`src/rtl/button_pkg.sv`:
```
// Shared types and helpers for the pushbutton event processor.
// Holds the per-channel press FSM encoding and the counter-width helper.
package button_pkg;

    typedef enum logic [1:0] {
        IDLE  = 2'd0,
        PRESS = 2'd1,
        LONG  = 2'd2
    } press_state_e;

    // Width needed to hold values 0..n-1, never narrower than one bit.
    function automatic int unsigned cnt_width(input int unsigned n);
        return (n < 2) ? 32'd1 : unsigned'($clog2(n));
    endfunction

endpackage

```
`src/rtl/button_channel.sv`:
```
// One pushbutton channel: 2-FF synchroniser, debouncer and press classifier
// producing single-cycle short/long/repeat pulses plus the debounced level.
module button_channel
    import button_pkg::*;
#(
    parameter int unsigned DEBOUNCE_MS = 20,
    parameter int unsigned LONG_MS     = 2000,
    parameter int unsigned REPEAT_MS   = 250,
    parameter bit          REPEAT_EN   = 1'b0
) (
    input  logic clk_1khz,
    input  logic rst_ni,
    input  logic pushbutton_i,
    output logic short_o,
    output logic long_o,
    output logic repeat_o,
    output logic held_o
);

    localparam int unsigned DW = cnt_width(DEBOUNCE_MS + 1);
    localparam int unsigned HW = cnt_width(LONG_MS);
    localparam int unsigned RW = cnt_width(REPEAT_MS + 1);

    localparam logic [DW-1:0] D_LAST = DW'(DEBOUNCE_MS - 1);
    localparam logic [HW-1:0] H_LAST = HW'(LONG_MS - 1);
    localparam logic [RW-1:0] R_LAST = RW'(REPEAT_MS - 1);

    logic [1:0]    sync_q;
    logic          db_q;
    logic [DW-1:0] dcnt_q;
    logic          db_toggle;
    logic          db_rise;
    press_state_e  state_q;
    logic [HW-1:0] hcnt_q;
    logic [RW-1:0] rcnt_q;

    always_ff @(posedge clk_1khz or negedge rst_ni) begin
        if (!rst_ni) begin
            sync_q <= '0;
        end else begin
            sync_q <= {sync_q[0], pushbutton_i};
        end
    end

    assign db_toggle = (sync_q[1] != db_q) && (dcnt_q == D_LAST);
    assign db_rise   = db_toggle && !db_q;

    always_ff @(posedge clk_1khz or negedge rst_ni) begin
        if (!rst_ni) begin
            db_q   <= 1'b0;
            dcnt_q <= '0;
        end else if (sync_q[1] == db_q) begin
            dcnt_q <= '0;
        end else if (db_toggle) begin
            db_q   <= ~db_q;
            dcnt_q <= '0;
        end else begin
            dcnt_q <= dcnt_q + 1'b1;
        end
    end

    // The press starts on the debouncer's toggle edge so that hold time is
    // counted from the db rise; a fall is seen one cycle later on db_q.
    // With a one-cycle debounce a new rise can coincide with that fall, so
    // the fall branches re-enter PRESS directly instead of missing it.
    always_ff @(posedge clk_1khz or negedge rst_ni) begin
        if (!rst_ni) begin
            state_q  <= IDLE;
            hcnt_q   <= '0;
            rcnt_q   <= '0;
            short_o  <= 1'b0;
            long_o   <= 1'b0;
            repeat_o <= 1'b0;
        end else begin
            short_o  <= 1'b0;
            long_o   <= 1'b0;
            repeat_o <= 1'b0;
            case (state_q)
                IDLE: begin
                    if (db_rise) begin
                        state_q <= PRESS;
                        hcnt_q  <= '0;
                    end
                end
                PRESS: begin
                    if (!db_q) begin
                        short_o <= 1'b1;
                        state_q <= db_rise ? PRESS : IDLE;
                        hcnt_q  <= '0;
                    end else if (hcnt_q == H_LAST) begin
                        long_o  <= 1'b1;
                        state_q <= LONG;
                        rcnt_q  <= '0;
                    end else begin
                        hcnt_q <= hcnt_q + 1'b1;
                    end
                end
                LONG: begin
                    if (!db_q) begin
                        state_q <= db_rise ? PRESS : IDLE;
                        hcnt_q  <= '0;
                    end else if (REPEAT_EN) begin
                        if (rcnt_q == R_LAST) begin
                            repeat_o <= 1'b1;
                            rcnt_q   <= '0;
                        end else begin
                            rcnt_q <= rcnt_q + 1'b1;
                        end
                    end
                end
                default: state_q <= IDLE;
            endcase
        end
    end

    assign held_o = db_q;

endmodule

```
`src/rtl/button_event_processor.sv`:
```
// Multi-channel pushbutton event processor: N_CH independent button_channel
// instances feeding the scoreboard counters with short/long/repeat pulses.
module button_event_processor #(
    parameter int unsigned N_CH        = 2,
    parameter int unsigned DEBOUNCE_MS = 20,
    parameter int unsigned LONG_MS     = 2000,
    parameter int unsigned REPEAT_MS   = 250,
    parameter bit          REPEAT_EN   = 1'b0
) (
    input  logic            clk_1khz,
    input  logic            rst_ni,
    input  logic [N_CH-1:0] pushbutton_i,
    output logic [N_CH-1:0] short_o,
    output logic [N_CH-1:0] long_o,
    output logic [N_CH-1:0] repeat_o,
    output logic [N_CH-1:0] held_o
);

    for (genvar i = 0; i < N_CH; i++) begin : g_ch
        button_channel #(
            .DEBOUNCE_MS(DEBOUNCE_MS),
            .LONG_MS    (LONG_MS),
            .REPEAT_MS  (REPEAT_MS),
            .REPEAT_EN  (REPEAT_EN)
        ) u_ch (
            .clk_1khz    (clk_1khz),
            .rst_ni      (rst_ni),
            .pushbutton_i(pushbutton_i[i]),
            .short_o     (short_o[i]),
            .long_o      (long_o[i]),
            .repeat_o    (repeat_o[i]),
            .held_o      (held_o[i])
        );
    end

endmodule
```
`config.mk`:
```
export PLATFORM = sky130hd
export DESIGN_NAME = button_event_processor
export DESIGN_NICKNAME = d
export VERILOG_FILES = /design/src/rtl/button_pkg.sv /design/src/rtl/button_channel.sv /design/src/rtl/button_event_processor.sv
export SDC_FILE = /design/constraint.sdc
export NUM_CORES = 1
export LEC_CHECK = 0
export CELL_PAD_IN_SITES_DETAIL_PLACEMENT = 2
export CELL_PAD_IN_SITES_GLOBAL_PLACEMENT = 2
export CORE_ASPECT_RATIO = 0.9
export CORE_MARGIN = 10
export CORE_UTILIZATION = 39
export DETAILED_ROUTE_END_ITERATION = 10
export GPL_ROUTABILITY_DRIVEN = 0
export HOLD_SLACK_MARGIN = 0.03
export MAX_ROUTING_LAYER = met4
export PLACE_DENSITY_LB_ADDON = 0.1
export SYNTH_ARGS = -nofsm -noshare
export SYNTH_HDL_FRONTEND = slang
export SYNTH_SLANG_ARGS = --single-unit
```
`constraint.sdc`:
```
create_clock -name clk_1khz -period 2.35 [get_ports clk_1khz]
set_clock_uncertainty 0.2 [all_clocks]
set_input_delay 0.47 -clock clk_1khz [delete_from_list [all_inputs] [get_ports clk_1khz]]
set_output_delay 0.47 -clock clk_1khz [all_outputs]
set_load 0.005 [all_outputs]
```
* Yosys cells after proc, flatten, opt, wreduce, memory -nomap -nowiden
Cells that the tools add are included.
Operators by class: muxes and demuxes 36, reductions and logical operators 16, equality and inequality tests 20, bitwise operators 4, add/sub/neg operators 4
Operators with widths (count):
- 11-bit 2-to-1 mux | 8
- 11-bit case mux with 3 select lines | 2
- 11-bit by 1-bit adder with 11-bit output (second input constant) | 2
- 11-bit == test (second input constant) | 2
- 5-bit 2-to-1 mux | 4
- 2-bit 2-to-1 mux | 8
- 1-bit 2-to-1 mux | 12
- 3-bit != test (second input constant) | 4
- 2-bit case mux with 3 select lines | 2
- 5-bit by 1-bit adder with 5-bit output (second input constant) | 2
- 5-bit == test (second input constant) | 2
- 4-bit AND reduction | 2
- 3-bit AND reduction | 2
- 3-bit nonzero test | 2
- 2-bit by 1-bit == test with 1-bit output (second input constant) | 2
- 2-bit == test (second input constant) | 2
- 1-bit logical AND | 4
- 2-bit zero test | 2
- 2-bit by 1-bit != test with 1-bit output (second input constant) | 2
- 2-bit != test (second input constant) | 2
- 1-bit inverter | 4
- 2-bit AND reduction | 2
- 1-bit == test | 2
- 1-bit zero test | 2
- 1-bit != test | 2
Storage, ports and cells: logic and storage cells 94, register bits after elaboration 46, input bits 4, output and inout port bits 8

* Logic depth before layout (Yosys ltp)
Gate-level depths: netlist of the first run.
depth after elaboration 6, depth in mapped cells 6, gate-level depth less buffers 5

* Modules after synthesis
A second synthesis of the first run with hierarchy kept.
Unflattened totals: cell total of the unflattened synthesis 232, area total of the unflattened synthesis 2399.8 sq um
By module, submodules not included:
- button_channel | cells each 116, area an instance 1199.9 sq um, instances 2, seq. area each 575.6 sq um

* Worst setup path after synthesis of the first run
OpenSTA, ideal clock, no wires.
kind reg2reg, start register g_ch[0].u_ch.hcnt_q[0], end register g_ch[0].u_ch.hcnt_q[4], stages on the path, launching flop included 6, period minus slack after synthesis 1851 ps, library setup time 142 ps, buffers on the path 0, required time 2008 ps, setup slack 499 ps, data arrival time 1508 ps, path through dfrtp_1 ha_1 and3_1 and4_1 nor3_2 a31oi_1
Between the ends: cells in the longest elaborated chain, start to end 4, elaborated cells on any way between the ends 7, classes of those cells add/sub (1); eq/ne (2); mux (3); reduce/logical (1)
Ends and longest elaborated chain:
- start, declared | RTL line button_channel.sv:34 | logic [HW-1:0] hcnt_q;
- start signal, assigned | RTL line button_channel.sv:95 | hcnt_q <= hcnt_q + 1'b1;
- 11-bit by 1-bit adder with 11-bit output | RTL line button_channel.sv:95
- 11-bit 2-to-1 mux | RTL line button_channel.sv:90 | end else if (hcnt_q == H_LAST) begin
- 11-bit 2-to-1 mux | RTL line button_channel.sv:86 | if (!db_q) begin
- 11-bit case mux with 3 select lines | RTL line button_channel.sv:78 | case (state_q)
Parallel ways exist; a longest one is shown, timed or not. The select of a mux whose other input is x is not followed. A chain may end at the register's enable or synchronous reset.

* Final worst setup path of the first run
start register g_ch[0].u_ch.dcnt_q[0], end register g_ch[0].u_ch.hcnt_q[7]
Between the ends: cells in the longest elaborated chain, start to end 5
Ends and longest elaborated chain:
- start, declared | RTL line button_channel.sv:30 | logic [DW-1:0] dcnt_q;
- start signal, assigned | RTL line button_channel.sv:58 | dcnt_q <= dcnt_q + 1'b1;
- 5-bit == test | RTL line button_channel.sv:45 | assign db_toggle = (sync_q[1] != db_q) && (dcnt_q == D_LAST);
- 1-bit logical AND | RTL line button_channel.sv:45
- 1-bit logical AND | RTL line button_channel.sv:46 | assign db_rise = db_toggle && !db_q;
- 2-bit by 1-bit != test with 1-bit output (no line)
- 4-bit AND reduction (no line)
Every way passes these cells.

==> results.toml, run 1 <==
[floorplanning]
chipWidth_microns = 101
io_pins = 12
start_util_pct = 40.6
dieHeight_microns = 93.3
row_count = 26
dieArea_sq_um = 9460
coreArea_sq_um = 5730

[timing]
period_share_pct = 88.1
slew_headroom_pct = 60.2
setup_viol = 0
fin_tns_setup_ns = 0
rsz0062_at_grt = "no"
drv_slew = 0
fin_crit_ns = 2.07
hold_viol = 0
max_freq_mhz = 483
tightestPinTransition_ns = 0.597

[critical_path]
critPathMaxFanout = 10
critPathRequiredTime_ns = 2.36
critPathCaptureType = "register"
startpoint_type = "register"
worstSetupPathType = "register to register"
arrival_ns = 2.09

[synthesis]
synth_area_leaders = "dfrtp_1 (49%), o21ai_0 (3.9%), nand2_1 (3.1%)"
synth_top_area_share_pct = 49.5
synth_seq_cells = 46
syn_avg_cell_area_sq_um = 10.0
yosysWarnings = 0
synthesis.instances = 232
yosys.area.top_type = "dfrtp_1"
ys.flop_type = "dfrtp_1"
ys_seq_area_share_pct = 49.5
yosysUniqueCellTypes = 52
synthArstFlopShare_pct = 100
synth_area_sq_um = 2330
synth_edf_count = 0

[grt]
antenna_found_initial = 0
grt_pass1_vias = 2018
grt_pass1_wl_microns = 10200
grt_max_degree = 47
grt_overflow = 0
grt_usage_pct = 13.5

[place]
hpwl_microns = 4270
dp.cells = 304
io_buffers = 9

[routing]
drc_errors = 0
ant_nets = 0
via_per_inst = 5.78
wl_microns = 5780
dr.pass1.iters = 4
vias = 1804
drt_first_iter_violations = 79
wire_per_inst_microns = 18.5

[clocking]
htree_levels = 2
insertion_delay_ns = 0.30
cts_buffers = 5
post_cts_buffers = 0
cts_buffer_depth = 2
cts_tree = "done"
root_buffer = "clkbuf_8"
cts_hold_buf = 0
ctsResizeCount = 0
cts.reportedPaths.clkPinSlew_ns = 0.09
cts_sinks = 46

[layout]
utilization_pct = 44.3
fin_nets = 249
nFillCells = 610
stdcell_count = 312
diodes = 0
final_layout_size_suffix_gt1_share_pct = 10.3
area_growth_pct = 8.98

[job]
maxCapViolations = 0

[outcome]
status = "finished, final reports clean"

[power_and_ir_drop]
ir_drop_mv = 0.238
power_density_nw_per_um2 = 526
p_leak_nw = 1.10

[worst_hold_path]
min_path_type = "input pin to async pin"
-- per-layer routing --
metal	GRT usage, %	share of wire [%]	vias up	wire [microns]
met5	-	0	-	0
met4	3.48	1.1	0	62
met3	2.94	3.3	7	190
met2	22.0	50	21	2860
met1	16.5	46	932	2660
li1	-	-	844	-
-- final timing paths --
path                                         from                      to  slack (ns)  cells past startpoint
hold / removal                             rst_ni  g_ch[1].u_ch.dcnt_q[1]        0.05                      2
min in group clk_1khz      g_ch[0].u_ch.sync_q[0]  g_ch[0].u_ch.sync_q[1]        0.16                      0
hold reg to reg            g_ch[0].u_ch.sync_q[0]  g_ch[0].u_ch.sync_q[1]        0.16                      0
max in group asynchronous                  rst_ni  g_ch[1].u_ch.hcnt_q[3]        1.49                      2
setup reg to reg           g_ch[0].u_ch.dcnt_q[0]  g_ch[0].u_ch.hcnt_q[7]        0.28                      6
setup / recovery           g_ch[0].u_ch.dcnt_q[0]  g_ch[0].u_ch.hcnt_q[7]        0.28                      6
-- through the flow --
step / instance area (sq um) / hold WS, ns / worst slack (ns) / power, W
after global placement: 2450 / 0.132 / 0.431 / 0.000866
after CTS: 2530 / 0.0801 / 0.257 / 0.00136
after detailed placement: 2450 / 0.145 / 0.308 / 0.000870
final: 2530 / 0.0518 / 0.280 / 0.00133
after global routing: 2530 / 0.0970 / 0.118 / 0.00141
after floorplan: 2330 / -0.0256 / 0.499 / 0.000844
-- registers in the layout, summed over array words and instances, names as in the netlist --
register / count
g_ch.u_ch.sync_q: 4
g_ch.u_ch.short_o: 2
g_ch.u_ch.long_o: 2
g_ch.u_ch.dcnt_q: 10
g_ch.u_ch.state_q: 4
g_ch.u_ch.held_o: 2
g_ch.u_ch.hcnt_q: 22
-- layout by cell type (no fill, tap or decap), types with 3 or more instances in the layout --
cell and count:
o21ai_0 18, o31ai_1 3, clkbuf_8 5, and4_1 3, nand4_1 5, nor2_1 19
inv_1 14, a21oi_1 5, ha_1 4, nor3_1 5, and2_1 3, o31a_1 3
dfrtp_1 46, nand2_1 19, a31oi_1 8, nand3_1 11, xor2_1 6, clkdlybuf4s50_1 8
a211oi_1 3, nor4_1 3, nand3b_1 3, buf_4 3, nand2b_1 3
-- where the power goes --
part / switching [W] / internal [W] / leakage, nW
sequential: 0.00000969 / 0.000803 / 0.629
clock: 0.000272 / 0.000210 / 0.0452
combinational: 0.0000256 / 0.0000142 / 0.422
total: 0.000307 / 0.00103 / 1.10
-- cell families (layout without fill, tap and decap cells) --
kind of cell	count (synthesis)	after routing	share of synthesized area [%]
other cells	1	2	0.161
simple gates	92	92	23.1
buf+inv	25	34	5.54
fa+ha+maj	4	4	2.15
mux	2	2	0.861
compound gates	54	54	15.7
xor+xnor	8	8	3.01
flops	46	46	49.5
-- area by class of cell --
| cell class | count | area [sq um] | share of cell area [%] |
|---|---|---|---|
| well taps | 70 | 87.6 | 3.46 |
| clock buffers | 6 | 72.6 | 2.86 |
| flip-flops and latches | 46 | 1150 | 45.4 |
| repair buffers | 12 | 108 | 4.24 |
| inverters | 14 | 52.6 | 2.07 |
| multi-input cells | 162 | 1050 | 41.4 |
| clock inverters | 2 | 13.8 | 0.543 |
-- critical path, stage by stage (launching register included) --
cell,delay (ns)
dfrtp_1,0.41
ha_1,0.25
and4bb_2,0.27
a211oi_1,0.41
nor3_2,0.08
buf_4,0.18
a31oi_1,0.19
-- synth_stat cells, types with 2 or more instances --
cell type / instances
dfrtp_1: 46
nand2_1: 19
nor2_1: 19
o21ai_0: 18
inv_1: 14
nand3_1: 11
a31oi_1: 8
buf_4: 8
xor2_1: 6
a21oi_1: 5
nand4_1: 5
nor3_1: 5
ha_1: 4
a211oi_1: 3
and2_1: 3
and4_1: 3
nand2b_1: 3
nand3b_1: 3
nor4_1: 3
o31a_1: 3
o31ai_1: 3
a21o_1: 2
a21o_2: 2
and3_1: 2
and4bb_2: 2
clkbuf_1: 2
mux2i_1: 2
nor3b_1: 2
o211ai_1: 2
xnor2_1: 2
Note: power is estimated with default switching activity, not from simulation.
==> inputs of run 2 (changes only) <==
--- a/config.mk
+++ b/config.mk
@@ -10,6 +10,7 @@
 export CORE_ASPECT_RATIO = 0.9
 export CORE_MARGIN = 10
 export CORE_UTILIZATION = 39
+export CTS_CLUSTER_SIZE = 12
 export DETAILED_ROUTE_END_ITERATION = 10
 export GPL_ROUTABILITY_DRIVEN = 0
 export HOLD_SLACK_MARGIN = 0.03
@@ -18,3 +19,4 @@
 export SYNTH_ARGS = -nofsm -noshare
 export SYNTH_HDL_FRONTEND = slang
 export SYNTH_SLANG_ARGS = --single-unit
+export TNS_END_PERCENT = 1
==> results of run 2 <==
Same layout as run 1: the final DEF is identical, and so are final timing and power.
==> inputs of run 3 (changes only) <==
--- a/config.mk
+++ b/config.mk
@@ -16,6 +16,7 @@
 export HOLD_SLACK_MARGIN = 0.03
 export MAX_ROUTING_LAYER = met4
 export PLACE_DENSITY_LB_ADDON = 0.1
+export SKIP_LAST_GASP = 1
 export SYNTH_ARGS = -nofsm -noshare
 export SYNTH_HDL_FRONTEND = slang
 export SYNTH_SLANG_ARGS = --single-unit
==> results of run 3 <==
Same layout as run 1: the final DEF is identical, and so are final timing and power.
